File: src/rtl/lif_pkg.sv
// rtl/lif_pkg.sv - shared types and default widths for the spike rate decoder
package lif_pkg;

   typedef enum logic {
      IDLE = 1'b0,
      RUN  = 1'b1
   } state_e;

   localparam int WINDOW_W_DEF = 8;
   localparam int COUNT_W_DEF  = 8;

endpackage

File: src/rtl/spike_rate_decoder_sat_counter.sv
// rtl/spike_rate_decoder_sat_counter.sv - saturating up-counter with sticky saturate flag
// Next-value outputs include this cycle's increment so the owner can capture a final count
module sat_counter #(
   parameter int W = 8
) (
   input  logic         clk,
   input  logic         rst_n,
   input  logic         clr_i,
   input  logic         inc_i,
   output logic [W-1:0] cnt_nxt_o,
   output logic         sat_nxt_o
);

   logic [W-1:0] cnt_q, cnt_d;
   logic         sat_q, sat_d;

   always_comb begin
      cnt_nxt_o = cnt_q;
      sat_nxt_o = sat_q;
      if (inc_i) begin
         if (&cnt_q) begin
            sat_nxt_o = 1'b1;
         end else begin
            cnt_nxt_o = cnt_q + 1'b1;
         end
      end
      // clear wins for the stored value, but the caller still sees the incremented result
      cnt_d = clr_i ? '0 : cnt_nxt_o;
      sat_d = clr_i ? 1'b0 : sat_nxt_o;
   end

   always_ff @(posedge clk or negedge rst_n) begin
      if (!rst_n) begin
         cnt_q <= '0;
         sat_q <= 1'b0;
      end else begin
         cnt_q <= cnt_d;
         sat_q <= sat_d;
      end
   end

endmodule

File: src/rtl/spike_rate_decoder.sv
// rtl/spike_rate_decoder.sv - counts neuron spikes over a programmable step window
// ISI_EN adds isi_out/isi_valid: steps between consecutive spikes
module spike_rate_decoder
   import lif_pkg::*;
#(
   parameter int WINDOW_W = WINDOW_W_DEF,
   parameter int COUNT_W  = COUNT_W_DEF
) (
   input  logic                clk,
   input  logic                rst_n,
   input  logic                enable,
   input  logic                clear,
   input  logic                step,
   input  logic                spike,
   input  logic [WINDOW_W-1:0] window_len,
   output logic [COUNT_W-1:0]  count_out,
   output logic                count_valid,
   output logic                saturated,
   output logic                busy
`ifdef ISI_EN
   ,
   output logic [WINDOW_W-1:0] isi_out,
   output logic                isi_valid
`endif
);

   state_e              state_q, state_d;
   logic [WINDOW_W-1:0] len_q, len_d;
   logic [WINDOW_W-1:0] step_cnt_q, step_cnt_d, step_nxt;
   logic [COUNT_W-1:0]  count_q, count_d;
   logic                sat_q, sat_d;
   logic                valid_q, valid_d;
   logic                running, step_run, last_step, win_clr;
   logic [COUNT_W-1:0]  spk_nxt;
   logic                spk_sat_nxt;

   assign running  = (state_q == RUN) && enable && !clear;
   assign step_run = running && step;
   // len_q of 0 wraps naturally: the full 2^WINDOW_W steps elapse before step_nxt returns to 0
   assign step_nxt  = step_cnt_q + 1'b1;
   assign last_step = step_run && (step_nxt == len_q);
   assign win_clr   = (state_q == IDLE) || last_step;

   sat_counter #(.W(COUNT_W)) u_spike_cnt (
      .clk       (clk),
      .rst_n     (rst_n),
      .clr_i     (win_clr),
      .inc_i     (step_run && spike),
      .cnt_nxt_o (spk_nxt),
      .sat_nxt_o (spk_sat_nxt)
   );

   always_comb begin
      state_d    = state_q;
      len_d      = len_q;
      step_cnt_d = step_cnt_q;
      count_d    = count_q;
      sat_d      = sat_q;
      valid_d    = 1'b0;
      case (state_q)
         IDLE: begin
            step_cnt_d = '0;
            if (enable && !clear) begin
               state_d = RUN;
               len_d   = window_len;
            end
         end
         RUN: begin
            if (!running) begin
               state_d = IDLE;
            end else if (last_step) begin
               step_cnt_d = '0;
               len_d      = window_len;
               count_d    = spk_nxt;
               sat_d      = spk_sat_nxt;
               valid_d    = 1'b1;
            end else if (step) begin
               step_cnt_d = step_nxt;
            end
         end
         default: state_d = IDLE;
      endcase
   end

   always_ff @(posedge clk or negedge rst_n) begin
      if (!rst_n) begin
         state_q    <= IDLE;
         len_q      <= '0;
         step_cnt_q <= '0;
         count_q    <= '0;
         sat_q      <= 1'b0;
         valid_q    <= 1'b0;
      end else begin
         state_q    <= state_d;
         len_q      <= len_d;
         step_cnt_q <= step_cnt_d;
         count_q    <= count_d;
         sat_q      <= sat_d;
         valid_q    <= valid_d;
      end
   end

   assign count_out   = count_q;
   assign count_valid = valid_q;
   assign saturated   = sat_q;
   assign busy        = (state_q == RUN);

`ifdef ISI_EN
   logic                have_q, have_d;
   logic [WINDOW_W-1:0] isi_q, isi_d, isi_nxt;
   logic                isi_sat, isi_valid_q, isi_valid_d, spike_run;

   assign spike_run = step_run && spike;

   // interval = steps since last spike including this one; runs across window boundaries
   sat_counter #(.W(WINDOW_W)) u_isi_cnt (
      .clk       (clk),
      .rst_n     (rst_n),
      .clr_i     ((state_q == IDLE) || spike_run),
      .inc_i     (step_run),
      .cnt_nxt_o (isi_nxt),
      .sat_nxt_o (isi_sat)
   );

   always_comb begin
      have_d      = have_q;
      isi_d       = isi_q;
      isi_valid_d = 1'b0;
      if (state_q == IDLE) begin
         have_d = 1'b0;
         isi_d  = '0;
      end else if (spike_run) begin
         have_d = 1'b1;
         if (have_q) begin
            isi_d       = isi_sat ? '1 : isi_nxt;
            isi_valid_d = 1'b1;
         end
      end
   end

   always_ff @(posedge clk or negedge rst_n) begin
      if (!rst_n) begin
         have_q      <= 1'b0;
         isi_q       <= '0;
         isi_valid_q <= 1'b0;
      end else begin
         have_q      <= have_d;
         isi_q       <= isi_d;
         isi_valid_q <= isi_valid_d;
      end
   end

   assign isi_out   = isi_q;
   assign isi_valid = isi_valid_q;
`endif

endmodule

File: config.mk
export PLATFORM = sky130hd
export DESIGN_NAME = spike_rate_decoder
export DESIGN_NICKNAME = d
export VERILOG_FILES = /design/src/rtl/lif_pkg.sv /design/src/rtl/spike_rate_decoder_sat_counter.sv /design/src/rtl/spike_rate_decoder.sv
export SDC_FILE = /design/constraint.sdc
export NUM_CORES = 1
export LEC_CHECK = 0
export CORE_MARGIN = 2
export CORE_UTILIZATION = 53
export CTS_CLUSTER_DIAMETER = 200
export DETAILED_ROUTE_END_ITERATION = 6
export GPL_ROUTABILITY_DRIVEN = 0
export PLACE_DENSITY = 0.77
export SKIP_LAST_GASP = 1
export SYNTH_ARGS = -nofsm -noshare
export SYNTH_HDL_FRONTEND = slang
export SYNTH_SLANG_ARGS = --single-unit
export TNS_END_PERCENT = 50
File: constraint.sdc
create_clock -name clk -period 4.5 [get_ports clk]
set_input_delay 0.9 -clock clk [delete_from_list [all_inputs] [get_ports clk]]
set_output_delay 0.9 -clock clk [all_outputs]
set_load 0.01 [all_outputs]
# After elaboration in Yosys (flattened, before gate mapping)

Cells that the tools add are included.

Add/subtract/negate cells: 2
Eq/ne operators: 5
Muxes and demuxes: 20
Bitwise gates (word level): 1
Reduce and logical (&&, ||, !) cells: 12

Operators by type and width:

| operator                                               | count |
|---|---|
| 2-to-1 mux 8 bit                                       | 9 |
| case mux 8 bit (2 select lines)                        | 2 |
| adder 8 x 1 -> 8 bit (second input constant)           | 2 |
| equality test 8 bit                                    | 1 |
| 2-to-1 mux 1 bit                                       | 8 |
| AND reduction 8 bit                                    | 1 |
| logical AND 1 bit                                      | 6 |
| inequality test 2 x 1 -> 1 bit (second input constant) | 3 |
| AND reduction 3 bit                                    | 2 |
| inequality test 3 x 2 -> 1 bit (second input constant) | 1 |
| case mux 1 bit (2 select lines)                        | 1 |
| AND reduction 2 bit                                    | 1 |
| zero test 1 bit                                        | 1 |
| logical OR 1 bit                                       | 1 |
| inverter 1 bit                                         | 1 |

Flip-flop bits (word level): 36
Logic and storage cells: 48

# Logic depth before layout (Yosys ltp)

Gate-level depths: netlist of run 1.

Depth in word-level cells: 7
Gate-level depth with buffers: 9
Gate-level depth less buffers: 7

# Hierarchy

From an unflattened synthesis of run 1, not the netlist that was laid out.

Cell total of the unflattened synthesis: 198
Area, all modules: 2108.3 um^2

By module, submodules not included:

| module             | instances | cells an instance | area an instance (um^2) | seq. area each (um^2) |
|---|---|---|---|---|
| spike_rate_decoder | 1         | 138               | 1480.2                  | 675.6 |
| sat_counter        | 1         | 60                | 628.1                   | 225.2 |

# Least setup slack after synthesis of run 1

Ideal clock, no wire load.

Path type: input-to-reg
Start: input port clear
End: register len_q[0]
Arrival time: 2.562 ns
Setup slack: 1.813 ns
Stages: 8
Cells stage by stage: nand3b_1 > nor3_1 > nand4_1 > or4_1 > buf_2 > a21bo_1 > buf_6 > mux2_4

Longest elaborated chain between the ends: 6
Elaborated cells on any way between the ends: 9
Classes of those cells: eq/ne (3); reduce/logical (6)

Ends and longest elaborated chain:

| element                                         | line                                               | text |
|---|---|---|
| from (decl)                                     | spike_rate_decoder.sv:12                           | `input logic clear,` |
| zero test 1 bit *                               | spike_rate_decoder.sv:37, spike_rate_decoder.sv:63 |  |
| logical AND 1 bit                               | spike_rate_decoder.sv:37                           | `assign running = (state_q == RUN) && enable && !clear;` |
| logical AND 1 bit                               | spike_rate_decoder.sv:38                           | `assign step_run = running && step;` |
| logical AND 1 bit                               | spike_rate_decoder.sv:41                           | `assign last_step = step_run && (step_nxt == len_q);` |
| inequality test 2 x 1 -> 1 bit (no source line) | --                                                 |  |
| AND reduction 3 bit (no source line) *          | --                                                 |  |
| to (signal assigned)                            | spike_rate_decoder.sv:95                           | `len_q <= len_d;` |
| to (decl)                                       | spike_rate_decoder.sv:28                           | `logic [WINDOW_W-1:0] len_q, len_d;` |

Mark *: on every way between the ends. The rest lies on a longest branch, timed or not.
A chain may end at the register's enable or synchronous reset.

# Worst setup path after layout of run 1

Ends and elaborated chain as after synthesis.

==> impl_results.md, run 1 <==
- TritonCTS Sinks: 36
- HPWL Detailed: ~2.8 mm
- Switching fraction of total power: approximately 25%
- Arrival time at the worst endpoint: 3.69 ns
- Worst r2r path cells: 8
- Buffers inserted by post-CTS timing repair: 0
- Layout cell share with drive strength beyond 1: 9.26%
- Mux share of post-synthesis cell area: 9.13%
- Fin crit period: about 3.5 ns
- Synth warn: 0
- Area of the mapped netlist: 1890 µm²
- Relative max-transition margin: around two thirds
- Reg2Reg Setup Slack: 1.55 ns
- Commonest cells after routing, fill and taps aside: sky130_fd_sc_hd__dfrtp_1 (36), sky130_fd_sc_hd__nand2_1 (24), sky130_fd_sc_hd__clkdlybuf4s50_1 (24), sky130_fd_sc_hd__o21ai_0 (19), sky130_fd_sc_hd__nor2_1 (14)
- P&R area growth vs syn: 16.7%
- Ant diodes: 0
- Overall die area: just over 4000 µm²
- Critical path data required time: about 4.7 ns
- Power share of the combinational group: ~13%
- Via Count: 1499
- Antenna Violating Nets Remaining: 0
- Count of distinct cell types in the synthesized netlist: 38
- Worst hold start: saturated
- Clock tree buffer depth: 2
- Hold bufs inserted after CTS: 0
- Power per standard cell area: 276 nW/µm²
- Xor/xnor share of the synthesized area: 6.49%
- Number of H-tree levels: 2
- Sequential cell fraction of total power: a little under three fifths
- Count of pins over their slew limit: 0
- First-pass iteration count of the detailed router: 4
- Clock Latency Late Sink: about 0.35 ns
- Number of enable-type register cells in the synthesized netlist: 0
- Initial antenna violation count: 0
- Total number of nets in the final design: 231
- Vertical die dimension: 63.7 µm
- Crit path max fanout: 26
- Synthesized area divided by synthesized cell count: approximately 9.8 µm²
- Sequential element share of the synthesized area: around 48%
- Row cnt: 21
- R2r endpoint: len_q[0]
- Average routed wire per standard cell: about 15 µm
- Final core utilization: about two thirds
- Max-Cap Viols: 0
- Leak Pwr: a little under 1 nW
- Int Power: approximately 0.45 mW
- Top_reg_cell synth: sky130_fd_sc_hd__dfrtp_1
- Path type of the worst min-delay path: flip-flop to flip-flop
- Post-synthesis async set-or-reset flop share: 100%
- Classification of the worst setup path: primary input to flip-flop
- Critical Path Start Type: primary input
- Peak VDD IR: roughly 170 µV
- Starting Density: approximately 56%
- Via-per-instance ratio: about 5.7
- Net switching power of the design: ~0.15 mW
- Overall track demand over capacity in global routing: between 20 and 25%
- CTS Buf Count: 5
- Setup_tns: 0 ns
- Port Buf Inserts: 24
- DRC violation count after routing: 0
- Clock slew at the register clock pins of the worst setup and hold paths: about 0.10 ns
- Drt first-iter violations: around 120
- Net count of the mapped netlist: 209
- Post-route total power: 0.609 mW
- Kind of capture point of the worst setup path: flip-flop
- Final clock skew: around 0.0060 ns
- Total routed wire length on the met1 layer: 1.86 mm
- Hold path depth: 1
- DR top layer: met4
- Maximum number of pins on one net before global-route repair: 37
- Die Width: around 64 µm
- Most common library cell in the layout ignoring fill and taps: sky130_fd_sc_hd__dfrtp_1
- Total Routed Length: between 3 and 4 mm
- Top Ports: 25
- Overflow after GRT: 0
- Worst Hold End: saturated
- Unrepaired setup endpoints after global routing: false
- Largest family of logic cells by synthesized area: simple AND/OR/NAND/NOR gates
- R2r startpoint: step_cnt_q[0]
- Transition time at the pin with the least slew margin: approximately 0.52 ns
- Final number of hold-violating endpoints: 0
- Result of the run: finished, final reports clean
- Wire length of the first global-routing pass: 7.04 mm
- Post-cts repair resize count: 0
- Synthesis-stage register bit count: 36
- Share of the cycle needed by the critical path after routing: 76.7%
- Number of standard cells after synthesis: approximately 190
- Total met3 wirelength after detailed routing: ~230 µm
- Detail Route met2 WL: about 1.8 mm
- Post-synthesis share of cell area spent on full adders, half adders and majority gates: ~1.3%
- Vias in the first global route: 1547
- TritonCTS clock tree: done
- Compound-cell area share of the yosys netlist: between 10% and 20%
- Clock network fraction of total power: between 20 and 30%
- Peak clock frequency supported by timing: about 290 MHz
- Total of endpoints with negative setup slack in the final report: 0
- Placeable core region: approximately 3400 µm²
- Cell chosen for the clock root: sky130_fd_sc_hd__clkbuf_4
- Synth Area in Simple Gates: roughly a fifth
worst max-delay path, stage by stage:
cell,delay [ns]
sky130_fd_sc_hd__clkdlybuf4s50_1,0.44
sky130_fd_sc_hd__nand3b_1,0.46
sky130_fd_sc_hd__nor3_1,0.38
sky130_fd_sc_hd__nand4_1,0.13
sky130_fd_sc_hd__or4_1,0.41
sky130_fd_sc_hd__buf_4,0.23
sky130_fd_sc_hd__a21bo_1,0.38
sky130_fd_sc_hd__mux2_4,0.36
cell type report:
cell class | count | area, µm²
clock buffers | 6 | 51.3
clock inverters | 2 | 10.0
fillers | 276 | 1180
inverters | 3 | 11.3
multi-input cells | 143 | 921
flip-flops and latches | 36 | 901
well taps | 46 | 57.6
repair buffers | 26 | 255
worst max path at each step:
stage / end / startpoint / slack [ns]
final: len_q[0] / clear / 1.05
after global routing: len_q[4] / clear / 0.92
after CTS: len_q[0] / clear / 1.10
after detailed placement: len_q[0] / clear / 0.72
after global placement: len_q[2] / clear / 0.90
after floorplan: len_q[0] / clear / 1.81
stage by stage:
| step | setup WS, ns | area (µm²) | std cells | hold WS (ns) |
|---|---|---|---|---|
| 6_report | 1.05 | 2210 | 262 | 0.491 |
| 5_1_grt | 0.919 | 2210 | 262 | 0.516 |
| 4_1_cts | 1.10 | 2210 | 262 | 0.499 |
| 3_5_place_dp | 0.720 | 2150 | 254 | 0.469 |
| 3_3_place_gp | 0.897 | 2150 | 254 | 0.465 |
| 2_1_floorplan | 1.81 | 1890 | 193 | 0.481 |
power groups by stage:
stage,Combinational [mW],Sequential (mW),Clock [mW]
6_report,0.0768,0.350,0.182
5_1_grt,0.0838,0.353,0.206
4_1_cts,0.0770,0.350,0.189
3_5_place_dp,0.0767,0.357,0
3_3_place_gp,0.0721,0.356,0
2_1_floorplan,0.0506,0.352,0
per-layer routing:
layer | GRT usage, % | vias to the layer above
met5 | 0 | -
met3 | 5.00 | 11
met4 | 8.42 | 0
li1 | - | 726
met2 | 34.6 | 57
met1 | 30.0 | 705
Yosys cell counts, types with 3 or more instances:
library cell | number | share of area (%)
sky130_fd_sc_hd__nand4_1 | 5 | 1.7
sky130_fd_sc_hd__nor2b_1 | 4 | 1.3
sky130_fd_sc_hd__nor2_1 | 14 | 2.8
sky130_fd_sc_hd__xnor2_1 | 6 | 2.8
sky130_fd_sc_hd__a31oi_1 | 4 | 1.3
sky130_fd_sc_hd__mux2i_1 | 3 | 1.6
sky130_fd_sc_hd__clkbuf_1 | 4 | 0.79
sky130_fd_sc_hd__o21ai_0 | 19 | 5.0
sky130_fd_sc_hd__dfrtp_1 | 36 | 48
sky130_fd_sc_hd__buf_2 | 4 | 1.1
sky130_fd_sc_hd__xor2_1 | 8 | 3.7
sky130_fd_sc_hd__and3_1 | 4 | 1.3
sky130_fd_sc_hd__nor3_1 | 4 | 1.1
sky130_fd_sc_hd__nor4_1 | 4 | 1.3
sky130_fd_sc_hd__mux2_4 | 8 | 6.4
sky130_fd_sc_hd__a21oi_1 | 7 | 1.9
sky130_fd_sc_hd__nand3_1 | 8 | 2.1
sky130_fd_sc_hd__nand2_1 | 24 | 4.8
kinds of logic after synthesis:
group,Yosys count
DFF,36
muxes,13
xor gates and xnor gates,14
AOI/OAI and AO/OA,37
adders and majority gates,2
buffers and inverters,14
and+or+nand+nor,77
state kept, by name, indices dropped and copies added, names as in the netlist:
signal and count:
step_cnt_q 8, u_spike_cnt.sat_q 1, u_spike_cnt.cnt_q 8, len_q 8
count_out 8, busy 1, saturated 1, count_valid 1
Note: power is estimated with default switching activity, not from simulation.
==> run 2: changes to the inputs <==
--- a/config.mk
+++ b/config.mk
@@ -6,11 +6,11 @@
 export NUM_CORES = 1
 export LEC_CHECK = 0
 export CORE_MARGIN = 2
-export CORE_UTILIZATION = 53
+export CORE_UTILIZATION = 49
 export CTS_CLUSTER_DIAMETER = 200
 export DETAILED_ROUTE_END_ITERATION = 6
 export GPL_ROUTABILITY_DRIVEN = 0
-export PLACE_DENSITY = 0.77
+export PLACE_DENSITY = 0.75
 export SKIP_LAST_GASP = 1
 export SYNTH_ARGS = -nofsm -noshare
 export SYNTH_HDL_FRONTEND = slang
==> constraint.sdc (replaced) <==
create_clock -name clk -period 3.1 [get_ports clk]
set_input_delay 0.62 -clock clk [delete_from_list [all_inputs] [get_ports clk]]
set_output_delay 0.62 -clock clk [all_outputs]
set_load 0.01 [all_outputs]
==> impl_results.md, run 2 (same netlist as run 1, synthesis figures left out) <==
- Result of the run: finished, final reports clean
- Vias in the first global route: 1503
- Maximum number of pins on one net before global-route repair: 37
- Crit path max fanout: 8
- P&R area growth vs syn: 21.1%
- Antenna Violating Nets Remaining: 0
- Clock Latency Late Sink: 0.29 ns
- Path type of the worst min-delay path: flip-flop to flip-flop
- Average routed wire per standard cell: 16.1 µm
- Placeable core region: between 3000 and 4000 µm²
- Post-route total power: between 1 and 1.5 mW
- CTS Buf Count: 5
- Final hold slack: between 0.4 and 0.5 ns
- Unrepaired setup endpoints after global routing: false
- Relative max-transition margin: between 60% and 70%
- Worst r2r path cells: 7
- Transition time at the pin with the least slew margin: between 0.4 and 0.5 ns
- R2r endpoint: len_q[1]
- Met3 Usage GRT: between 4 and 5%
- Reg2Reg Setup Slack: 0.37 ns
- Starting Density: around half
- Buffers inserted by post-CTS timing repair: 0
- First-pass iteration count of the detailed router: 5
- Power per standard cell area: 470 nW/µm²
- Worst hold start: count_out[0]
- HPWL Detailed: 2.80 mm
- Total number of nets in the final design: 233
- Clock slew at the register clock pins of the worst setup and hold paths: roughly 0.070 ns
- Ant diodes: 0
- Port Buf Inserts: 24
- Arrival time at the worst endpoint: just under 3 ns
- Overall track demand over capacity in global routing: a little over a fifth
- Critical Path Start Type: primary input
- Row cnt: 22
- Via Count: between 1500 and 2000
- Count of pins over their slew limit: 0
- TritonCTS Sinks: 36
- Number of H-tree levels: 2
- Setup_tns: 0 ns
- Overall die area: roughly 4400 µm²
- Classification of the worst setup path: primary input to flip-flop
- Initial antenna violation count: 0
- Met1 track demand over resource: between 20 and 30%
- Overflow after GRT: 0
- Share of the cycle needed by the critical path after routing: 88.4%
- Clock tree buffer depth: 2
- Most common library cell in the layout ignoring fill and taps: sky130_fd_sc_hd__dfrtp_1
- Via-per-instance ratio: between 5 and 6
- Die Width: around 66 µm
- Wire length of the first global-routing pass: 7.06 mm
- Worst Hold End: count_out[0]
- Hold path depth: 2
- Kind of capture point of the worst setup path: flip-flop
- Max-Cap Viols: 0
- R2r startpoint: step_cnt_q[0]
- Critical path data required time: ~3.3 ns
- Cell chosen for the clock root: sky130_fd_sc_hd__clkbuf_8
- Peak-usage layer in the global routing report: met2
- Final number of hold-violating endpoints: 0
- Hold bufs inserted after CTS: 0
- Peak clock frequency supported by timing: roughly 370 MHz
- Peak VDD IR: between 300 and 400 µV
- Met2 Resource Use GR: about a third
- Leak Pwr: slightly above 1 nW
- Drt first-iter violations: 90
- DRC violation count after routing: 0
- Final clock skew: around 0.0046 ns
- Top Ports: 25
- Vertical die dimension: approximately 66 µm
- Layout cell share with drive strength beyond 1: 10.1%
- Total Routed Length: 4.27 mm
- TritonCTS clock tree: done
- Fin crit period: 2.74 ns
- Post-cts repair resize count: 0
- Total of endpoints with negative setup slack in the final report: 0
- Commonest cells after routing, fill and taps aside: sky130_fd_sc_hd__dfrtp_1 (36), sky130_fd_sc_hd__nand2_1 (24), sky130_fd_sc_hd__clkdlybuf4s50_1 (24), sky130_fd_sc_hd__o21ai_0 (19), sky130_fd_sc_hd__nor2_1 (14)
==> run 2: power breakdown <==
group	total (mW)	internal (mW)	switching (mW)
clock network	0.453	0.284	0.169
registers	0.509	0.489	0.0196
logic	0.115	0.0637	0.0513
total	1.08	0.837	0.240
==> run 2: stage by stage <==
step | worst slack (ns) | utilization [%] | std cells | instance area, µm²
3_5_place_dp | 0.151 | 58.6 | 258 | 2160
2_1_floorplan | 0.626 | - | 193 | 1890
5_1_grt | 0.239 | 62.1 | 266 | 2290
3_3_place_gp | 0.241 | 58.6 | 258 | 2160
4_1_cts | 0.367 | 62.1 | 266 | 2290
6_report | 0.360 | 62.1 | 266 | 2290
==> run 2: how the worst max path moves through the flow <==
| stage | from | to | slack [ns] | cells past startpoint |
|---|---|---|---|---|
| final | clear | len_q[1] | 0.36 | 7 |
| after global routing | step_cnt_q[0] | len_q[1] | 0.24 | 7 |
| after CTS | clear | len_q[1] | 0.37 | 7 |
| after detailed placement | clear | len_q[6] | 0.15 | 7 |
| after global placement | clear | len_q[0] | 0.24 | 7 |
| after floorplan | step_cnt_q[0] | len_q[0] | 0.63 | 9 |
==> run 2: area by class of cell <==
cell class | instances | area, µm²
Clock inverter | 1 | 30.0
Fill cell | 310 | 1400
Timing Repair Buffer | 28 | 270
Multi-Input combinational cell | 143 | 921
Inverter | 3 | 11.3
Sequential cell | 36 | 901
Tap cell | 48 | 60.1
Clock buffer | 7 | 96.3
==> run 2: critical path, stage by stage <==
cell and delay [ns]:
sky130_fd_sc_hd__clkdlybuf4s50_1 0.42, sky130_fd_sc_hd__nand3b_1 0.20, sky130_fd_sc_hd__nor3_1 0.34, sky130_fd_sc_hd__nand4_1 0.14, sky130_fd_sc_hd__or4_1 0.46, sky130_fd_sc_hd__a21bo_1 0.38, sky130_fd_sc_hd__mux2_4 0.36
==> run 2: layer usage <==
metal	up-vias	wire, µm
met5	-	0
met2	76	2110
met1	719	1820
li1	727	-
met3	6	256
met4	0	83
==> run 3: changes to the inputs <==
--- a/config.mk
+++ b/config.mk
@@ -9,9 +9,9 @@
 export CORE_UTILIZATION = 49
 export CTS_CLUSTER_DIAMETER = 200
 export DETAILED_ROUTE_END_ITERATION = 6
-export GPL_ROUTABILITY_DRIVEN = 0
 export PLACE_DENSITY = 0.75
 export SKIP_LAST_GASP = 1
+export SLEW_MARGIN = 20
 export SYNTH_ARGS = -nofsm -noshare
 export SYNTH_HDL_FRONTEND = slang
 export SYNTH_SLANG_ARGS = --single-unit
==> constraint.sdc (replaced) <==
create_clock -name clk -period 2.3 [get_ports clk]
set_input_delay 0.46 -clock clk [delete_from_list [all_inputs] [get_ports clk]]
set_output_delay 0.46 -clock clk [all_outputs]
set_load 0.01 [all_outputs]
==> impl_results.md, run 3 (same netlist as run 1, synthesis figures left out) <==
- Switching fraction of total power: between 20% and 30%
- Overflow after GRT: 0
- Cell area after placement: ~2300 µm²
- Path type of the worst min-delay path: primary input to flip-flop
- Final clock skew: between 0.004 and 0.005 ns
- TritonCTS clock tree: done
- Sequential cell fraction of total power: a little over 50%
- Post-route total power: roughly 1.4 mW
- Number of H-tree levels: 2
- Maximum number of pins on one net before global-route repair: 37
- Area taken by flip-flops and latches: around 900 µm²
- Layout fillers: between 200 and 300
- R2r endpoint: len_q[2]
- Total of endpoints with negative setup slack in the final report: 8
- Final core utilization: 69.3%
- Crit path max fanout: 8
- Top Ports: 25
- Unrepaired setup endpoints after global routing: true
- Int Power: a little over 1 mW
- Wire length of the first global-routing pass: roughly 8.0 mm
- DRC violation count after routing: 0
- Port Buf Inserts: 24
- Violations in the final reports: negative setup slack
- Clock slew at the register clock pins of the worst setup and hold paths: around 0.07 ns
- Antenna Violating Nets Remaining: 0
- Worst hold start: clear
- Peak VDD IR: 457 µV
- Final number of hold-violating endpoints: 0
- Relative max-transition margin: a little over two thirds
- Clock tree buffer depth: 2
- Max-Cap Viols: 0
- Clock Latency Late Sink: 0.29 ns
- Leak Pwr: about 1.2 nW
- Vias in the first global route: 1681
- Kind of capture point of the worst setup path: flip-flop
- CTS Buf Count: 5
- Critical path data required time: 2.48 ns
- Drt first-iter violations: approximately 140
- HPWL Detailed: between 3 and 4 mm
- Final hold slack: 0.404 ns
- Worst Hold End: busy
- TritonCTS Sinks: 36
- Total Routed Length: approximately 4.7 mm
- Critical Path Start Type: flip-flop
- Non-Filler Instances: about 290
- P&R area growth vs syn: 35.1%
- Total number of nets in the final design: between 200 and 300
- Classification of the worst setup path: flip-flop to flip-flop
- Vertical die dimension: roughly 66 µm
- Multi-input gate area in the final layout: ~1000 µm²
- Total placed cells including tap cells: roughly 270
- Overall track demand over capacity in global routing: 24.4%
- Cell chosen for the clock root: sky130_fd_sc_hd__clkbuf_8
- Hold path depth: 2
- Result of the run: complete, but fails checks
- Transition time at the pin with the least slew margin: roughly 0.45 ns
- Net switching power of the design: approximately 0.34 mW
- Count of pins over their slew limit: 0
- Initial antenna violation count: 0
- Placeable core region: 3690 µm²
- Starting Density: 51.3%
- Hold bufs inserted after CTS: 0
- Die Width: 66.1 µm
- GP Congestion: roughly 0.85
- Overall die area: 4370 µm²
- Setup ws final: -0.0319 ns
- Row cnt: 22
- Power share of the combinational group: 14.8%
- Share of the cycle needed by the critical path after routing: 101%
- Worst r2r path cells: 7
- Critical path launch point: step_cnt_q[0]
- Arrival time at the worst endpoint: between 2 and 3 ns
- Peak clock frequency supported by timing: approximately 430 MHz
- Commonest cells after routing, fill and taps aside: sky130_fd_sc_hd__dfrtp_1 (31), sky130_fd_sc_hd__buf_4 (31), sky130_fd_sc_hd__nand2_1 (23), sky130_fd_sc_hd__clkdlybuf4s50_1 (22), sky130_fd_sc_hd__o21ai_0 (18)
- Ant diodes: 0
- Clock network fraction of total power: about a third
- Layout cell share with drive strength beyond 1: between 20% and 30%
- Average routed wire per standard cell: ~16 µm
- First-pass iteration count of the detailed router: 4
- Area of all placed cells without fillers: between 2000 and 3000 µm²
- Via Count: 1654
- Power per standard cell area: approximately 530 nW/µm²
- R2r startpoint: step_cnt_q[0]
- Reg2Reg Setup Slack: -0.03 ns
- Fin crit period: about 2.3 ns
- Via-per-instance ratio: ~5.6
==> run 3: cell types whose count changed in the layout (fill, tap and decap cells not counted), sizes merged <==
cell | previous run | this run
buf | 4 | 31
clkdlybuf4s50 | 24 | 22
dlymetal6s2s | 0 | 2
bufinv | 1 | 0
clkinvlp | 0 | 1
==> run 3: worst max path at each step <==
stage	to
detailed placement	len_q[5]
global placement	len_q[0]
CTS	len_q[2]
global route	len_q[4]
finish	len_q[2]
floorplan	len_q[0]
==> run 3: through the flow <==
step	setup slack [ns]	TNS (ns)
finish	-0.0319	-0.231
global route	-0.124	-1.72
CTS	-0.00958	-0.0371
detailed placement	-0.468	-9.67
global placement	-0.385	-6.97
floorplan	-0.0743	-0.595
==> run 3: metal layers <==
layer	part of all wire [%]	routed length [µm]	GRT usage (%)	vias up
met5	0	0	0	-
met4	1.5	70	9.44	0
met3	5.0	232	5.45	8
li1	-	-	-	779
met2	50	2330	38.3	52
met1	44	2040	32.9	815
==> run 3: final cells by class <==
type                            count  share of cell area [%]
Clock buffer                        7                    3.38
Clock inverter                      1                   0.294
Inverter                            3                   0.441
Multi-Input combinational cell    143                    39.3
Sequential cell                    36                    35.5
Tap cell                           48                    2.35
Timing Repair Buffer               55                    18.7
==> run 3: power groups by stage <==
stage	clock network (mW)	logic, mW	registers (mW)
detailed placement	0	0.170	0.694
global placement	0	0.164	0.694
floorplan	0	0.0991	0.689
global route	0.509	0.216	0.687
finish	0.475	0.201	0.685
CTS	0.485	0.185	0.683
==> run 3: worst max-delay path: stages (launching register included) <==
cell	delay [ns]
sky130_fd_sc_hd__dfrtp_2	0.44
sky130_fd_sc_hd__buf_4	0.15
sky130_fd_sc_hd__and3_1	0.18
sky130_fd_sc_hd__xnor2_2	0.24
sky130_fd_sc_hd__nand4_1	0.16
sky130_fd_sc_hd__or4_4	0.45
sky130_fd_sc_hd__a21bo_4	0.29
sky130_fd_sc_hd__mux2_4	0.31
==> run 3: repair_timing <==
item                       4_1_cts  5_1_grt
buffers inserted                 9        3
hold endpoints to repair         0        0
setup endpoints to repair       17       26
resized for setup                7       14
pin swaps                        3        5
